**config.mk**
```make
export PLATFORM = sky130hd
export DESIGN_NAME = fun_dispatch
export DESIGN_NICKNAME = d
export VERILOG_FILES = /design/src/rtl/fun_pkg.sv /design/src/rtl/op_fifo.sv /design/src/rtl/fun_dispatch.sv
export SDC_FILE = /design/constraint.sdc
export NUM_CORES = 1
export LEC_CHECK = 0
export ABC_AREA = 0
export BUFFER_PORTS_ARGS = -buffer_cell sky130_fd_sc_hd__buf_4
export CORE_MARGIN = 8
export CORE_UTILIZATION = 35
export DETAILED_ROUTE_END_ITERATION = 8
export GPL_ROUTABILITY_DRIVEN = 0
export SLEW_MARGIN = 20
export SYNTH_ARGS = -nofsm -noshare
export SYNTH_HDL_FRONTEND = slang
export SYNTH_SLANG_ARGS = --single-unit
export TNS_END_PERCENT = 10
```
**constraint.sdc**
```tcl
create_clock -name clk -period 2.35 [get_ports clk]
set_input_delay 0.1175 -clock clk [delete_from_list [all_inputs] [get_ports clk]]
set_output_delay 0.1175 -clock clk [all_outputs]
set_load 0.01 [all_outputs]
```
**src/rtl/fun_pkg.sv**
```systemverilog
// fun_pkg: shared widths and dispatcher FSM state encoding for the fun datapath
package fun_pkg;
  localparam int OP_W  = 8;
  localparam int RES_W = 11;
  typedef enum logic [1:0] {IDLE, ISSUE, WAIT, HOLD} state_t;
endpackage

```
**src/rtl/op_fifo.sv**
```systemverilog
// op_fifo: operand-pair FIFO, DEPTH entries (power of 2), async active-low reset rst
// ports: clk, rst, push/wdata (write), pop/rdata (head), full, empty
module op_fifo
  import fun_pkg::*;
#(
  parameter int DEPTH = 4,
  parameter int W     = 2 * OP_W
) (
  input  logic         clk,
  input  logic         rst,
  input  logic         push,
  input  logic [W-1:0] wdata,
  input  logic         pop,
  output logic [W-1:0] rdata,
  output logic         full,
  output logic         empty
);
  localparam int AW = $clog2(DEPTH);
  logic [W-1:0] mem [DEPTH];
  logic [AW-1:0] wp, rp;
  logic [AW:0] count;
  logic wr, rd;
  assign wr    = push && !full;
  assign rd    = pop && !empty;
  assign full  = count == (AW + 1)'(DEPTH);
  assign empty = count == '0;
  assign rdata = mem[rp];
  always_ff @(posedge clk)
    if (wr) mem[wp] <= wdata;
  // pointers wrap naturally because DEPTH is a power of 2
  always_ff @(posedge clk or negedge rst)
    if (!rst) begin
      wp    <= '0;
      rp    <= '0;
      count <= '0;
    end else begin
      if (wr) wp <= wp + 1'b1;
      if (rd) rp <= rp + 1'b1;
      count <= count + (AW + 1)'(wr) - (AW + 1)'(rd);
    end
endmodule

```
**src/rtl/fun_dispatch.sv**
```systemverilog
// fun_dispatch: buffers operand pairs, issues one fun op at a time, returns results in order
// ports: clk, rst (async active-low), in_valid/in_ready/in_a/in_b (operand stream),
//        out_valid/out_ready/out_data (result stream), fun_start/fun_a/fun_b/fun_busy/fun_result
//        (fun datapath), done_cnt (completed ops, only with FUN_DISPATCH_STATS_EN defined)
module fun_dispatch
  import fun_pkg::*;
#(
  parameter int DEPTH = 4,
  parameter int CNT_W = 16
) (
  input  logic             clk,
  input  logic             rst,
  input  logic             in_valid,
  output logic             in_ready,
  input  logic [OP_W-1:0]  in_a,
  input  logic [OP_W-1:0]  in_b,
  output logic             out_valid,
  input  logic             out_ready,
  output logic [RES_W-1:0] out_data,
  output logic             fun_start,
  output logic [OP_W-1:0]  fun_a,
  output logic [OP_W-1:0]  fun_b,
  input  logic             fun_busy,
  input  logic [RES_W-1:0] fun_result
`ifdef FUN_DISPATCH_STATS_EN
  ,
  output logic [CNT_W-1:0] done_cnt
`endif
);
  if (DEPTH < 2 || (DEPTH & (DEPTH - 1)) != 0 || CNT_W < 1) begin : g_bad_cfg
    $error("fun_dispatch: DEPTH must be a power of 2 >= 2 and CNT_W >= 1");
  end
  state_t state;
  logic [2*OP_W-1:0] head;
  logic full, empty, pop;
  assign in_ready = !full;
  assign pop      = state == IDLE && !empty;
  op_fifo #(.DEPTH(DEPTH), .W(2 * OP_W)) u_fifo (
    .clk  (clk),
    .rst  (rst),
    .push (in_valid && in_ready),
    .wdata({in_a, in_b}),
    .pop  (pop),
    .rdata(head),
    .full (full),
    .empty(empty)
  );
  always_ff @(posedge clk or negedge rst)
    if (!rst) begin
      state     <= IDLE;
      fun_start <= 1'b0;
      fun_a     <= '0;
      fun_b     <= '0;
      out_valid <= 1'b0;
      out_data  <= '0;
    end else begin
      case (state)
        IDLE:
          if (!empty) begin
            {fun_a, fun_b} <= head;
            fun_start      <= 1'b1;
            state          <= ISSUE;
          end
        ISSUE: begin
          fun_start <= 1'b0;
          state     <= WAIT;
        end
        WAIT:
          if (!fun_busy) begin
            out_data  <= fun_result;
            out_valid <= 1'b1;
            state     <= HOLD;
          end
        HOLD:
          if (out_ready) begin
            out_valid <= 1'b0;
            state     <= IDLE;
          end
        default: state <= IDLE;
      endcase
    end
`ifdef FUN_DISPATCH_STATS_EN
  always_ff @(posedge clk or negedge rst)
    if (!rst) done_cnt <= '0;
    else if (out_valid && out_ready) done_cnt <= done_cnt + 1'b1;
`endif
endmodule

```
# After elaboration in Yosys (flattened, before gate mapping)
# Memory sizes are Yosys's and may differ from the RTL's. A register that Yosys moved wholly into a read port is not among the register bits.
# Index checks and enable logic that the tools add are counted.
word_totals:
  mem_bits_ro: 0
  latchBits: 0
  register_bits: 22
  ramBits: 64
  memories: 1
  word_cells: 48
  inputBits: 32
classes:
  reduce_logical: 16
  n_mul: 0
  magnitude_cmp: 0
  n_eq_ne: 7
  muxes: 11
  bitwise: 2
  add_sub_neg: 4
  n_div: 0
  shifts: 0
mem_list:
  columns: ["name", "depth", "word_bits", "read_ports", "rd_ports_with_merged_regs", "write_ports", "line", "source"]
  rows:
  - ["u_fifo.mem", 4, 16, 1, 1, 1, "op_fifo.sv:19", "logic [W-1:0] mem [DEPTH];"]
ops:
  columns: ["operator", "count"]
  rows:
  - ["one-hot mux 2 bit (4 select lines)", 1]
  - ["2-to-1 mux 2 bit", 3]
  - ["!= test 2 bit, second input constant", 3]
  - ["AND reduction 2 bit", 3]
  - ["AND reduction 3 bit", 2]
  - ["2-to-1 mux 1 bit", 5]
  - ["adder 2 x 1 -> 2 bit, second input constant", 2]
  - ["== test 2 bit, second input constant", 2]
  - ["logical AND 1 bit", 4]
  - ["one-hot mux 1 bit (2 select lines)", 2]
  - ["nonzero test 2 bit", 2]
  - ["adder 3 x 1 -> 3 bit", 1]
  - ["== test 3 bit, second input constant", 1]
  - ["logical NOT 1 bit", 3]
  - ["logical NOT 3 bit", 1]
  - ["subtractor 3 x 1 -> 3 bit", 1]
  - ["== test 2 x 1 -> 1 bit, second input constant", 1]
  - ["logical NOT 2 bit", 1]
  - ["inverter 1 bit", 2]

# Logic depth before layout (Yosys ltp)
logic_depth:
  word_depth: 6
  ltp_mapped: 10
  depth_no_buf: 9

# Cells and area by module
# From an unflattened synthesis, not the netlist that was laid out.
hier_totals:
  cells_unflattened: 211
  hier_area_um2: 4141.5
by_module_without_submodules:
  columns: ["module", "n_inst", "cells_each", "seq_area_each_um2", "area_per_inst_um2"]
  rows:
  - ["op_fifo", 1, 126, 2097.0, 2816.5]
  - ["fun_dispatch", 1, 85, 775.7, 1325.0]

# Worst setup path after synthesis
# Ideal clock, no wire load.
synth_timing:
  kind: "register -> register"
  from: "register u_fifo.count[2]"
  to: "register u_fifo.count[2]"
  t_arrival_ps: 2126
  slack_ps: 101
  path_stages_with_launch: 10
  path_buffers: 2
  setup_ps: 123
  path_cell_list: "dfrtp_1 -> buf_6 -> o31ai_4 -> inv_4 -> buf_6 -> ha_1 -> inv_1 -> ha_1 -> fa_1 -> xnor2_1"
synth_between:
  word_cells_on_any_way: 10
  classes_between: "2 x add/sub; 1 x eq/ne; 7 x reduce/logical"
synth_lines:
  columns: ["item", "line", "source"]
  rows:
  - ["from (decl)", "op_fifo.sv:21", "logic [AW:0] count;"]
  - ["from (signal assigned)", "op_fifo.sv:39", "count <= count + (AW + 1)'(wr) - (AW + 1)'(rd);"]
  - ["logical NOT 3 bit", "op_fifo.sv:26", "assign empty = count == '0;"]
  - ["logical NOT 1 bit", "fun_dispatch.sv:37", "assign pop = state == IDLE && !empty;"]
  - ["logical AND 1 bit", "fun_dispatch.sv:37", null]
  - ["via pop", "fun_dispatch.sv:35", "logic full, empty, pop;"]
  - ["logical AND 1 bit", "op_fifo.sv:24", "assign rd = pop && !empty;"]
  - ["subtractor 3 x 1 -> 3 bit", "op_fifo.sv:39", null]
# The timed path passes the listed nets, and every way through them passes these cells.
# A chain may end at the register's enable or synchronous reset.

# Worst setup path after layout
layout_timing:
  from: "register state[0]"
  to: "register u_fifo.count[2]"
layout_between:
  elab_chain_cells: 4
layout_rtl:
  columns: ["item", "line", "source"]
  rows:
  - ["from (decl)", "fun_dispatch.sv:33", "state_t state;"]
  - ["from (signal assigned)", "fun_dispatch.sv:50", "state <= IDLE;"]
  - ["from (signal assigned)", "fun_dispatch.sv:62", "state <= ISSUE;"]
  - ["from (signal assigned)", "fun_dispatch.sv:66", "state <= WAIT;"]
  - ["logical NOT 2 bit", "fun_dispatch.sv:37", null]
  - ["logical AND 1 bit", "fun_dispatch.sv:37", null]
  - ["logical AND 1 bit", "op_fifo.sv:24", null]
  - ["subtractor 3 x 1 -> 3 bit", "op_fifo.sv:39", null]
# No other way between the ends.

==> impl_metrics.csv <==
group,metric,value,unit
status,status,"completed",
min_path,hold_depth,2,
synth,synth-async-reset-ratio,0.373,
power_and_ir_drop,switching_share,0.311,
worst_setup_path,worstPathArrival,2.24,ns
routing,drt-vias-per-instance,4.50,
grt,grt_pass1_wl,11600,um
routing,routed-via-count,2121,
grt,antenna_found_initial,0,
synth,synthCells,233,
sta,finClkSkew,0.00620,ns
worst_setup_path,crit_required,2.57,ns
power_and_ir_drop,power_density,1250,mW/mm2
clock_tree,cts_num_sinks,102,
die,die_area,0.0154,mm2
synth,ys_seq_area_frac,0.704,
sta,setup_viol,0,
sta,fmax,496,MHz
die,num_rows,39,
synth,synth_edf_count,64,
final_layout,antenna_cells,0,
synth,yosysWarnings,0,
synth,synth_cell_types,29,
power_and_ir_drop,p_int,4.42,mW
clock_tree,cts_root_buffer,"clkbuf_16",
routing,remaining_drc_errors,0,
final_layout,fillers,1031,
grt,gr-total-overflow,0,
power_and_ir_drop,p_sw,2.00,mW
sta,slew_headroom,0.626,
place,port_buffers,61,
sta,hold_viol,0,
worst_setup_path,r2r_cells,9,
routing,drtPass1Iterations,4,
worst_setup_path,endpoint_kind,"flop",
synth,synth_nets,276,
min_path,hold_class,"in -> reg",
clock_tree,cts_max_level,3,
sta,final.period_utilization,0.859,
sta,tns,0,ns
synth,ys_top_cells_by_count,"64 x edfxtp_1, 52 x nand2_1, 38 x dfrtp_1",
die,start_util,0.357,
grt,grt_max_degree,39,
final_layout,final_nets,366,
synth,synthMostInstantiatedCell,"edfxtp_1",
die,core_area,0.0114,mm2
clock_tree,clkSlewWorstSetupHoldPaths,0.07,ns
synth,synth-seq-cells,102,
final_layout,syn2layout_area_growth,26.3,%
place,place_hpwl,4850,um
sta,drv_slew,0,
flow_run,drv_cap,0,
clock_tree,cts_buffer_depth,2,
final_layout,drive_gt1_frac,0.311,
synth,mappedNetlistArea,0.00408,mm2
power_and_ir_drop,vdd_drop_max,0.472,mV
clock_tree,cts_buffers,9,
power_and_ir_drop,p_clk_frac,0.223,
place,post-place-ws,0.331,ns
synth,syn_avg_cell_area,17.5,um2
clock_tree,postCtsSetupRepairBufs,0,
routing,wire_per_inst,15.5,um
routing,wl,7290,um
die,ioPinCount,62,
clock_tree,tritoncts,"yes",
synth,synth_top_cell_area_share,0.471,
sta,fin_crit,2.02,ns
power_and_ir_drop,power.leakage,2.13,nW
sta,grt_setup_unrepaired,"false",
die,die_w,124,um
clock_tree,postCtsHoldBufs,17,
synth,yosysTopAreaCell,"edfxtp_1",
worst_setup_path,path_max_fanout,4,
power_and_ir_drop,p_seq_frac,0.436,
worst_setup_path,r2r_setup_slack,0.33,ns
sta,worstMarginPinSlew,0.561,ns
routing,drt-initial-drc-count,94,
die,fp.dieH,124,um
grt,grt_pass1_vias,2241,
clock_tree,cts_resized,0,
sta,fin_ws,0.332,ns
synth,ys.flop_type,"edfxtp_1",
worst_setup_path,startpoint_type,"flop",
power_and_ir_drop,combPwrFrac,0.341,
grt,track_usage,0.0983,
clock_tree,clk_latency,0.33,ns
routing,ant_nets,0,
worst_setup_path,worstSetupPathType,"reg -> reg",
synth,synth_area_leaders,"edfxtp_1 47%, dfrtp_1 23%, mux4_1 9.0%, nand2_1 4.8%, ha_1 3.1%",
layout by cell type (no fill, tap or decap), types with 2 or more instances in the layout:
master and instances:
mux4_2 2, inv_6 2, nand2_1 52, buf_4 70
inv_1 8, nor2b_1 2, nor2_1 2, clkbuf_16 9
ha_1 10, dlygate4sd3_1 17, dfrtp_1 38, xnor2_1 4
and2_1 4, mux2_2 11, mux4_1 14, clkbuf_8 3
edfxtp_1 64, mux2_1 2
final cells by class:
| class | count | area, um2 | share of cell area |
|---|---|---|---|
| Sequential cell | 102 | 2870 | 0.557 |
| Multi-Input combinational cell | 114 | 1070 | 0.209 |
| Timing Repair Buffer | 87 | 696 | 0.135 |
| Clock buffer | 13 | 270 | 0.0524 |
| Tap cell | 143 | 179 | 0.0347 |
| Inverter | 9 | 36.3 | 0.00704 |
| Clock inverter | 3 | 25.0 | 0.00486 |
logic make-up after synthesis:
family	after synthesis	synth area share
flops	102	0.704
simple gates	62	0.0613
mux	29	0.137
buf+inv	17	0.0328
fa+ha+maj	11	0.0356
compound gates	7	0.0187
xor+xnor	5	0.0107
flip-flops by register name (all words and copies together), names as in the netlist:
| name | count |
|---|---|
| fun_a | 8 |
| fun_b | 8 |
| fun_start | 1 |
| out_data | 11 |
| out_valid | 1 |
| state | 2 |
| u_fifo.count | 3 |
| u_fifo.mem | 64 |
| u_fifo.rp | 2 |
| u_fifo.wp | 2 |
power groups by stage:
stage	clock network [mW]	logic, mW	registers, mW
5_1_grt	1.54	2.42	2.87
3_5_place_dp	0	2.21	2.85
4_1_cts	1.47	2.24	2.81
2_1_floorplan	0	1.40	2.87
3_3_place_gp	0	2.19	2.81
6_report	1.43	2.19	2.80
stage by stage:
stage | cells | total power, mW | hold WS [ns] | util | instance area, um2
after floorplan | 233 | 4.27 | -0.178 | - | 4080
after global routing | 471 | 6.83 | 0.00626 | 0.451 | 5150
after detailed placement | 438 | 5.06 | 0.124 | 0.411 | 4690
after global placement | 438 | 5.00 | 0.116 | 0.411 | 4690
after CTS | 471 | 6.52 | 0.00614 | 0.451 | 5150
final | 471 | 6.42 | 0.0167 | 0.451 | 5150
final timing paths:
kind / from / to
worst max-delay path: state[0]$_DFFE_PN0P_ / u_fifo.count[2]$_DFF_PN0_
worst min-delay path: fun_result[0] / out_data[0]$_DFFE_PN0P_
worst max register to register: state[0]$_DFFE_PN0P_ / u_fifo.count[2]$_DFF_PN0_
worst min register to register: fun_b[3]$_DFFE_PN0P_ / fun_b[3]$_DFFE_PN0P_
max in group asynchronous: rst / out_data[8]$_DFFE_PN0P_
min in group asynchronous: rst / fun_b[2]$_DFFE_PN0P_
routing by layer:
| layer | GRT usage | part of all wire | wire length, um |
|---|---|---|---|
| met2 | 0.155 | 0.46 | 3350 |
| met5 | 0 | 0 | 0 |
| met1 | 0.125 | 0.46 | 3320 |
| met3 | 0.0213 | 0.069 | 505 |
| met4 | 0.0520 | 0.016 | 115 |
worst max-delay path, cell delays in order, from the launching register on:
cell     delay [ns]
dfrtp_1        0.40
inv_1          0.08
ha_1           0.28
o31ai_4        0.10
inv_4          0.05
ha_1           0.27
inv_1          0.04
ha_1           0.18
fa_1           0.37
xnor2_1        0.13
Note: power is estimated with default switching activity, not from simulation.
